--- src/rtl/fetch_pkg.sv ---
// Shared types and constants for the instruction fetch path.
package fetch_pkg;

  localparam int unsigned INSTR_WIDTH = 32;
  localparam int unsigned HALF_WIDTH  = 16;
  localparam logic [1:0]  RVC_OPC_MASK = 2'b11;

  typedef struct packed {
    logic                   err;
    logic [INSTR_WIDTH-1:0] data;
  } fifo_entry_t;

  function automatic logic is_rvc(input logic [HALF_WIDTH-1:0] half);
    return (half[1:0] & RVC_OPC_MASK) != RVC_OPC_MASK;
  endfunction

endpackage

--- src/rtl/prefetch_fifo.sv ---
// Shift-register word FIFO: head is always entry 0, so head and head+1 are fixed taps.
module prefetch_fifo
  import fetch_pkg::*;
#(
  parameter int unsigned DEPTH = 4
) (
  input  logic                       clk,
  input  logic                       rstn,
  input  logic                       clear,
  input  logic                       push,
  input  fifo_entry_t                push_entry,
  input  logic                       pop,
  output fifo_entry_t                head,
  output fifo_entry_t                next,
  output logic [$clog2(DEPTH+1)-1:0] occupancy
);

  localparam int unsigned CW = $clog2(DEPTH + 1);

  fifo_entry_t       mem [DEPTH];
  logic [CW-1:0]     occ;
  logic [CW-1:0]     wr_idx;

  // A pop shifts everything down first, so the tail slot moves by one too.
  assign wr_idx    = occ - CW'(pop);
  assign head      = mem[0];
  assign next      = mem[1];
  assign occupancy = occ;

  always_ff @(posedge clk or negedge rstn) begin
    if (!rstn) begin
      for (int unsigned i = 0; i < DEPTH; i++) mem[i] <= '0;
      occ <= '0;
    end else if (clear) begin
      occ <= '0;
    end else begin
      if (pop) begin
        for (int unsigned i = 0; i < DEPTH - 1; i++) mem[i] <= mem[i+1];
      end
      if (push) begin
        for (int unsigned i = 0; i < DEPTH; i++) begin
          if (CW'(i) == wr_idx) mem[i] <= push_entry;
        end
      end
      occ <= occ + CW'(push) - CW'(pop);
    end
  end

endmodule

--- src/rtl/instr_prefetch_buffer.sv ---
// Instruction prefetch buffer: bus request control, stale-response discard,
// word FIFO and RVC aligner presenting one 16/32-bit instruction per cycle.
module instr_prefetch_buffer
  import fetch_pkg::*;
#(
  parameter logic [31:0] PC_RESET        = 32'h0,
  parameter int unsigned DEPTH           = 4,
  parameter int unsigned MAX_OUTSTANDING = 2
) (
  input  logic        clk,
  input  logic        rstn,
  input  logic        branch_i,
  input  logic [31:0] branch_addr_i,
  input  logic        ready_i,
  output logic        valid_o,
  output logic [31:0] instr_o,
  output logic [31:0] pc_o,
  output logic        is_compressed_o,
  output logic        err_o,
  output logic        instr_req_o,
  input  logic        instr_gnt_i,
  output logic [31:0] instr_addr_o,
  input  logic [31:0] instr_rdata_i,
  input  logic        instr_rvalid_i,
  input  logic        instr_err_i,
  output logic        busy_o
);

  localparam int unsigned OW = $clog2(MAX_OUTSTANDING + 1);
  localparam int unsigned CW = $clog2(DEPTH + 1);

  logic          run, stop, req_hold, redir_pend;
  logic [31:0]   pc_q, addr_q, redir_addr, br_pc, br_word;
  logic [OW-1:0] outstanding, discard, out_next;
  logic [CW-1:0] occ;
  logic [CW:0]   inflight;
  fifo_entry_t   w0, w1;
  logic          issue_ok, grant, push, pop, consume;
  logic [31:0]   window;
  logic [HALF_WIDTH-1:0] lo_half;
  logic          compressed, need_two, pop_needed;

  assign br_pc   = branch_addr_i & 32'hFFFF_FFFE;
  assign br_word = br_pc & 32'hFFFF_FFFC;

  // Issue is decided on registered counts only; run keeps the request low
  // for the first cycle out of reset.
  assign inflight    = {1'b0, occ} + (CW+1)'(outstanding);
  assign issue_ok    = !stop && (outstanding < OW'(MAX_OUTSTANDING)) &&
                       (inflight < (CW+1)'(DEPTH));
  assign instr_req_o = run && (req_hold || issue_ok);
  assign grant       = instr_req_o && instr_gnt_i;
  assign out_next    = outstanding + OW'(grant) - OW'(instr_rvalid_i);
  assign push        = instr_rvalid_i && (discard == '0);

  prefetch_fifo #(.DEPTH(DEPTH)) u_fifo (
    .clk        (clk),
    .rstn       (rstn),
    .clear      (branch_i),
    .push       (push),
    .push_entry ('{err: instr_err_i, data: instr_rdata_i}),
    .pop        (pop),
    .head       (w0),
    .next       (w1),
    .occupancy  (occ)
  );

  // Odd-halfword PC selects {w1[15:0], w0[31:16]} from the two-word window.
  always_comb begin
    window     = 32'({w1.data, w0.data} >> {pc_q[1], 4'b0000});
    lo_half    = window[HALF_WIDTH-1:0];
    compressed = is_rvc(lo_half);
    need_two   = pc_q[1] && !compressed;
    valid_o    = need_two ? (occ >= CW'(2)) : (occ != '0);
    instr_o    = compressed ? {{HALF_WIDTH{1'b0}}, lo_half} : window;
    err_o      = valid_o && (w0.err || (need_two && w1.err));
    pop_needed = pc_q[1] || !compressed;
  end

  assign consume         = valid_o && ready_i && !branch_i;
  assign pop             = consume && pop_needed;
  assign is_compressed_o = compressed;
  assign pc_o            = pc_q;
  assign instr_addr_o    = addr_q;
  assign busy_o          = (outstanding != '0);

  always_ff @(posedge clk or negedge rstn) begin
    if (!rstn) begin
      run         <= 1'b0;
      stop        <= 1'b0;
      req_hold    <= 1'b0;
      redir_pend  <= 1'b0;
      redir_addr  <= '0;
      pc_q        <= PC_RESET;
      addr_q      <= PC_RESET & 32'hFFFF_FFFC;
      outstanding <= '0;
      discard     <= '0;
    end else begin
      run         <= 1'b1;
      outstanding <= out_next;
      req_hold    <= instr_req_o && !instr_gnt_i;
      if (branch_i) begin
        pc_q    <= br_pc;
        stop    <= 1'b0;
        discard <= out_next;
        // An ungranted request keeps its old address; the target follows it.
        if (instr_req_o && !instr_gnt_i) begin
          redir_pend <= 1'b1;
          redir_addr <= br_word;
        end else begin
          redir_pend <= 1'b0;
          addr_q     <= br_word;
        end
      end else begin
        if (consume) pc_q <= pc_q + (compressed ? 32'd2 : 32'd4);
        if (push && instr_err_i) stop <= 1'b1;
        discard <= discard - OW'(instr_rvalid_i && (discard != '0))
                           + OW'(grant && redir_pend);
        if (grant) begin
          addr_q     <= redir_pend ? redir_addr : addr_q + 32'd4;
          redir_pend <= 1'b0;
        end
      end
    end
  end

endmodule

--- config.mk ---
export PLATFORM = sky130hd
export DESIGN_NAME = instr_prefetch_buffer
export DESIGN_NICKNAME = d
export VERILOG_FILES = /design/src/rtl/fetch_pkg.sv /design/src/rtl/prefetch_fifo.sv /design/src/rtl/instr_prefetch_buffer.sv
export SDC_FILE = /design/constraint.sdc
export NUM_CORES = 1
export LEC_CHECK = 0
export BUFFER_PORTS_ARGS = -buffer_cell sky130_fd_sc_hd__buf_2
export CORE_MARGIN = 4
export CORE_UTILIZATION = 39
export CTS_BUF_LIST = sky130_fd_sc_hd__clkbuf_2 sky130_fd_sc_hd__clkbuf_4 sky130_fd_sc_hd__clkbuf_8
export DETAILED_ROUTE_END_ITERATION = 8
export SLEW_MARGIN = 0
export SYNTH_ARGS = -nofsm -noshare
export SYNTH_HDL_FRONTEND = slang
export SYNTH_SLANG_ARGS = --single-unit
--- constraint.sdc ---
create_clock -name clk -period 4.23 [get_ports clk]
set_clock_uncertainty 0.05 [all_clocks]
set_input_delay 0 -clock clk [delete_from_list [all_inputs] [get_ports clk]]
set_output_delay 0 -clock clk [all_outputs]
set_load 0.05 [all_outputs]
==> results of run 1 <==
==> worst paths after layout <==
check	startpoint	end	slack [ns]
worst min-delay path	rstn	pc_o[1]	0.04
worst max-delay path	pc_o[1]	u_fifo.head[28]	0.35
min in group clk	branch_i	u_fifo.occupancy[1]	0.12
max in group asynchronous	rstn	u_fifo.mem[37]	2.87
worst max register to register	pc_o[1]	u_fifo.head[28]	0.35
worst min register to register	redir_addr[24]	redir_addr[24]	0.43
==> layer usage <==
metal,wire (um),vias up,global-route usage
met5,0,-,0
met4,1070,0,0.0721
met3,2710,71,0.0519
met2,16700,341,0.335
met1,15600,5048,0.302
li1,-,4802,-
==> sequential cells by signal (all words and copies together), names as in the netlist <==
signal	flops
u_fifo.next	33
req_hold	1
u_fifo.head	33
instr_addr_o	30
run	1
redir_pend	1
u_fifo.occupancy	3
outstanding	2
stop	1
redir_addr	30
pc_o	31
discard	2
u_fifo.mem	66
==> power breakdown <==
part	switching [mW]	internal (mW)	leakage, nW
Combinational	3.40	1.68	3.09
Sequential	0.805	3.15	2.81
Clock	0.964	1.25	0.469
==> cell usage in the layout, fill, tap and decap left out, drive strengths merged, types with 5 or more instances in the layout <==
cell type,instances
mux2i,21
a21oi,88
a31oi,16
o22ai,105
nor4,22
nor3,46
o211ai,6
xor2,14
dfrtp,234
o21ai,110
o21a,7
ha,14
and4,7
buf,199
nand2,64
nor2,97
clkbuf,68
a311oi,5
xnor2,34
and3,6
mux2,54
nand4,21
inv,59
dlygate4sd3,68
nand3,19
==> cell type report <==
class | count | share of cell area
Clock buffer | 68 | 0.0576
Tap cell | 390 | 0.0336
Sequential cell | 234 | 0.404
Timing Repair Buffer | 267 | 0.123
Clock inverter | 5 | 0.00336
Inverter | 58 | 0.0150
Multi-Input combinational cell | 816 | 0.363
==> cell families after synthesis <==
kind of cell / synth area share
XOR/XNOR: 0.0360
buffers and inverters: 0.0520
multiplexers: 0.0703
AND/OR/NAND/NOR: 0.128
flip-flops: 0.501
AO/OA/AOI/OAI: 0.194
other: 0.000643
adder cells (fa/ha/maj): 0.0184
==> worst max-delay path, stage by stage, from the launching register on <==
cell and delay, ns:
dfrtp_2 0.51, mux2_4 0.34, nand2_2 0.12, inv_1 0.11
ha_1 0.23, nor2b_1 0.22, o311a_1 0.39, nand2_1 0.09
inv_1 0.07, ha_1 0.19, xnor2_1 0.30, nand4_2 0.20
buf_4 0.28, nor2_4 0.28, buf_12 0.24, a21oi_1 0.09
==> what timing repair did <==
action	in CTS	in global routing
buffers inserted	0	1
endpoints found under the hold margin	335	0
resized for setup	0	0
endpoints found under the setup margin	0	4
hold buffers	68	0
==> results.json, run 1 <==
{
  "worstMarginPinSlew_ns": 0.991,
  "wirelength_mm": 36.0,
  "nFillCells": 2802,
  "layout_min_cycle_time_ns": 3.88,
  "total_power_mw": 11.3,
  "cts_buffers": 42,
  "ir_drop_uv": 538,
  "pre_cts_slack_ns": 0.334,
  "path_clk_slew_ns": 0.06,
  "tns_ns": 0,
  "final_util": 0.490,
  "yosysTopAreaCell": "dfrtp_1",
  "grt_usage": 0.217,
  "design_area_um2": 14500,
  "io_buffers": 167,
  "dpl_cell_area_um2": 12900,
  "syn_area_per_cell_um2": 9.83,
  "max_freq_mhz": 258,
  "grt_pass1_vias": 10400,
  "die_h_um": 181,
  "synth_top_area_frac": 0.501,
  "grt_pass1_wl_mm": 58.3,
  "crit_arrival_ns": 4.25,
  "syn2layout_area_growth_pct": 24.2,
  "cts_tree": "built",
  "hold_class": "input pin to async pin",
  "slew_headroom": 0.338,
  "via_per_inst": 5.58,
  "crit_type": "flop to flop",
  "p_leak_nw": 6.37,
  "yosysWarningCount": 0,
  "diodes": 0,
  "regArea_um2": 5860,
  "final_antenna_net_count": 0,
  "nets": 1506,
  "clk_path_buf_depth": 3,
  "rsz0062_at_grt": "no",
  "synth.area.top_cells": "dfrtp_1 (50%), o22ai_1 (5.6%), o21ai_0 (4.1%)",
  "instances_no_fill": 1838,
  "clock-sinks": 234,
  "yosysSeqAreaShare": 0.501,
  "ff2ff_path_depth": 15,
  "dieArea_um2": 32800,
  "wire_per_inst_um": 19.6,
  "finalSetupViolCount": 0,
  "overflow": 0,
  "cap_violations": 0,
  "htree_num_levels": 2,
  "grt_max_degree": 112,
  "ys_ff_latch": 234,
  "antenna_found_initial": 0,
  "row_count": 63,
  "synthArstFlopShare": 1.00,
  "die_w_um": 181,
  "clock_latency_ns": 0.57,
  "worst_slack_ns": 0.351,
  "dr_total_vias": 10300,
  "synth_common_cells": "dfrtp_1 (234), o22ai_1 (105), o21ai_0 (96)",
  "synth-edff-count": 0,
  "start_util": 0.394,
  "worst_hold_slack_ns": 0.0448,
  "synthFlopType": "dfrtp_1",
  "core_area_um2": 29600,
  "cts-root-buf": "clkbuf_8",
  "worst_setup_path_end_kind": "flop",
  "cp.required_ns": 4.60,
  "yosysMostFrequentCell": "dfrtp_1",
  "post-dp-hpwl_mm": 23.2,
  "dpl.cell_count": 1696,
  "cellPowerDensity_nw_per_um2": 776,
  "syn_area_um2": 11700,
  "setup.worst_path.start_class": "flop",
  "drive_above_1_share": 0.234,
  "synth.distinct_cells": 68,
  "worstPathMaxFanout": 26,
  "drt-initial-drc-count": 769,
  "hold_viol": 0,
  "finalWeightedCongestion": 0.836,
  "fin_crit_sh": 0.917,
  "multi_input_area_um2": 5280,
  "status": "complete, no violations",
  "ios": 172,
  "dr.pass1.iters": 5,
  "drc": 0,
  "drv_slew": 0,
  "syn_inst": 1189
}
Note: power is estimated with default switching activity, not from simulation.
==> run 2, diff against run 1 <==
--- a/config.mk
+++ b/config.mk
@@ -10,6 +10,7 @@
 export CORE_UTILIZATION = 39
 export CTS_BUF_LIST = sky130_fd_sc_hd__clkbuf_2 sky130_fd_sc_hd__clkbuf_4 sky130_fd_sc_hd__clkbuf_8
 export DETAILED_ROUTE_END_ITERATION = 8
+export SETUP_SLACK_MARGIN = 0.5
 export SLEW_MARGIN = 0
 export SYNTH_ARGS = -nofsm -noshare
 export SYNTH_HDL_FRONTEND = slang
==> constraint.sdc (replaced) <==
create_clock -name clk -period 4.23 [get_ports clk]
set_clock_uncertainty 0.05 [all_clocks]
set_input_delay 0 -clock clk [delete_from_list [all_inputs] [get_ports clk]]
set_output_delay 0 -clock clk [all_outputs]
set_load 0.1 [all_outputs]
==> run 2 against run 1 <==
- via count decreased by 0.58%
- count of clock-buffer cells in the layout decreased by 5
- sequential cell count unchanged
- die area unchanged
- critical endpoint is now u_fifo.head[21]
- largest cell class unchanged
- largest power group unchanged
==> results.json, run 2 (synthesis results as in run 1) <==
{
  "status": "complete, no violations",
  "core_area_um2": 29600,
  "max_freq_mhz": 280,
  "worst_setup_path_end_kind": "flop",
  "regArea_um2": 5860,
  "dpl.cell_count": 1690,
  "drv_slew": 0,
  "cts_tree": "built",
  "clock_latency_ns": 0.55,
  "dieArea_um2": 32800,
  "path_clk_slew_ns": 0.06,
  "grt_pass1_wl_mm": 57.9,
  "grt_pass1_vias": 10400,
  "worstPathMaxFanout": 33,
  "crit_arrival_ns": 3.92,
  "cts-root-buf": "clkbuf_8",
  "nFillCells": 2796,
  "cts_buffers": 42,
  "crit_path_max_incr_delay_ns": 0.57,
  "largest_register_ffs": 66,
  "hold_class": "input pin to async pin",
  "cp.required_ns": 4.58,
  "syn2layout_area_growth_pct": 24.5,
  "via_per_inst": 5.57,
  "cap_violations": 0,
  "crit_top_cell": "ha_4",
  "tns_ns": 0,
  "wirelength_mm": 35.9,
  "setup.worst_path.start_class": "flop",
  "layout_min_cycle_time_ns": 3.57,
  "row_count": 63,
  "clock-sinks": 234,
  "finalWeightedCongestion": 0.837,
  "multi_input_area_um2": 5350,
  "drc": 0,
  "io_buffers": 167,
  "drive_above_1_share": 0.236,
  "htree_num_levels": 2,
  "slew_headroom": 0.330,
  "finalSetupViolCount": 0,
  "cp_slowest_cell": "dfrtp_4",
  "drt-initial-drc-count": 760,
  "dr.pass1.iters": 7,
  "rsz0062_at_grt": "no",
  "nets": 1501,
  "p_leak_nw": 6.34,
  "antenna_found_initial": 2,
  "die_h_um": 181,
  "cellPowerDensity_nw_per_um2": 883,
  "crit_type": "flop to flop",
  "dr_total_vias": 10200,
  "ir_drop_uv": 790,
  "regMostFlops": "u_fifo.mem",
  "worstMarginPinSlew_ns": 1.00,
  "worstPathCellList": "mux2_4, nand2_4, inv_8, ha_4, nor2b_4, o311a_4, nand2_2, inv_2, ha_4, xnor2_4, nand4_2, buf_4, nor2_4, buf_8, a21oi_1",
  "wire_per_inst_um": 19.6,
  "overflow": 0,
  "final_common_cell": "dfrtp_1",
  "grt_max_degree": 122,
  "fin_crit_sh": 0.844,
  "critPathBufInv": 4,
  "clk_path_buf_depth": 3,
  "instances_no_fill": 1830,
  "final_antenna_net_count": 0,
  "grt_usage": 0.216,
  "final_cell_mix": "dfrtp_1 (233), buf_2 (166), o22ai_1 (105)",
  "post-dp-hpwl_mm": 22.6,
  "start_util": 0.394,
  "die_w_um": 181,
  "ios": 172,
  "hold_viol": 0,
  "critPathTopFamily": "buffers and inverters"
}
run 2: cell type report:
cell class	count	share of cell area
Tap cell	390	0.0335
Clock buffer	63	0.0544
Inverter	58	0.0155
Clock inverter	6	0.00301
Sequential cell	234	0.403
Multi-Input combinational cell	816	0.368
Antenna cell	1	0.000172
Timing Repair Buffer	262	0.123
run 2: path summary, 6_finish.rpt:
path	to	slack [ns]	from	cells after the start
max	u_fifo.head[21]	0.66	pc_o[1]	15
min	u_fifo.mem[62]	0.09	rstn	2
max reg2reg	u_fifo.head[21]	0.66	pc_o[1]	15
min reg2reg	redir_addr[15]	0.44	redir_addr[15]	1
max in group asynchronous	redir_addr[26]	2.90	rstn	3
min in group clk	u_fifo.occupancy[1]	0.11	branch_i	3
run 2: metal layers:
| layer | track usage | up-vias | part of all wire |
|---|---|---|---|
| met5 | 0 | - | 0.00036 |
| met4 | 0.0621 | 2 | 0.027 |
| met3 | 0.0455 | 58 | 0.073 |
| met2 | 0.347 | 348 | 0.46 |
| met1 | 0.297 | 5004 | 0.44 |
| li1 | - | 4790 | - |
run 2: timing repair:
action,4_1_cts,5_1_grt
gates resized for setup,0,10
endpoints found under the setup margin,59,80
hold endpoints to repair,346,0
buffers inserted,1,1
hold buffers,68,0
pin swaps,1,1
run 2: power by group:
| group | switching [mW] | leakage [nW] | internal [mW] |
|---|---|---|---|
| registers | 0.834 | 2.81 | 3.15 |
| logic | 5.02 | 3.08 | 1.70 |
| clock network | 0.952 | 0.445 | 1.19 |
| total | 6.81 | 6.34 | 6.04 |
run 2: metrics by stage:
stage	setup WS (ns)	instance area [um2]	utilization	power [mW]	hold WS [ns]
after floorplan	0.223	11800	-	9.33	-0.346
after CTS	0.511	14500	0.489	12.9	0.0908
after global routing	0.515	14600	0.491	13.5	0.142
final	0.660	14600	0.491	12.9	0.0853
after global placement	0.441	13000	0.438	10.5	0.123
after detailed placement	0.347	13000	0.438	10.6	0.125
run 2: worst register-to-register path, cell delays in order (launching register included):
cell	delay [ns]
dfrtp_4	0.57
mux2_4	0.35
nand2_4	0.11
inv_8	0.05
ha_4	0.17
nor2b_4	0.15
o311a_4	0.41
nand2_2	0.09
inv_2	0.06
ha_4	0.17
xnor2_4	0.19
nand4_2	0.20
buf_4	0.32
nor2_4	0.14
buf_8	0.27
a21oi_1	0.13
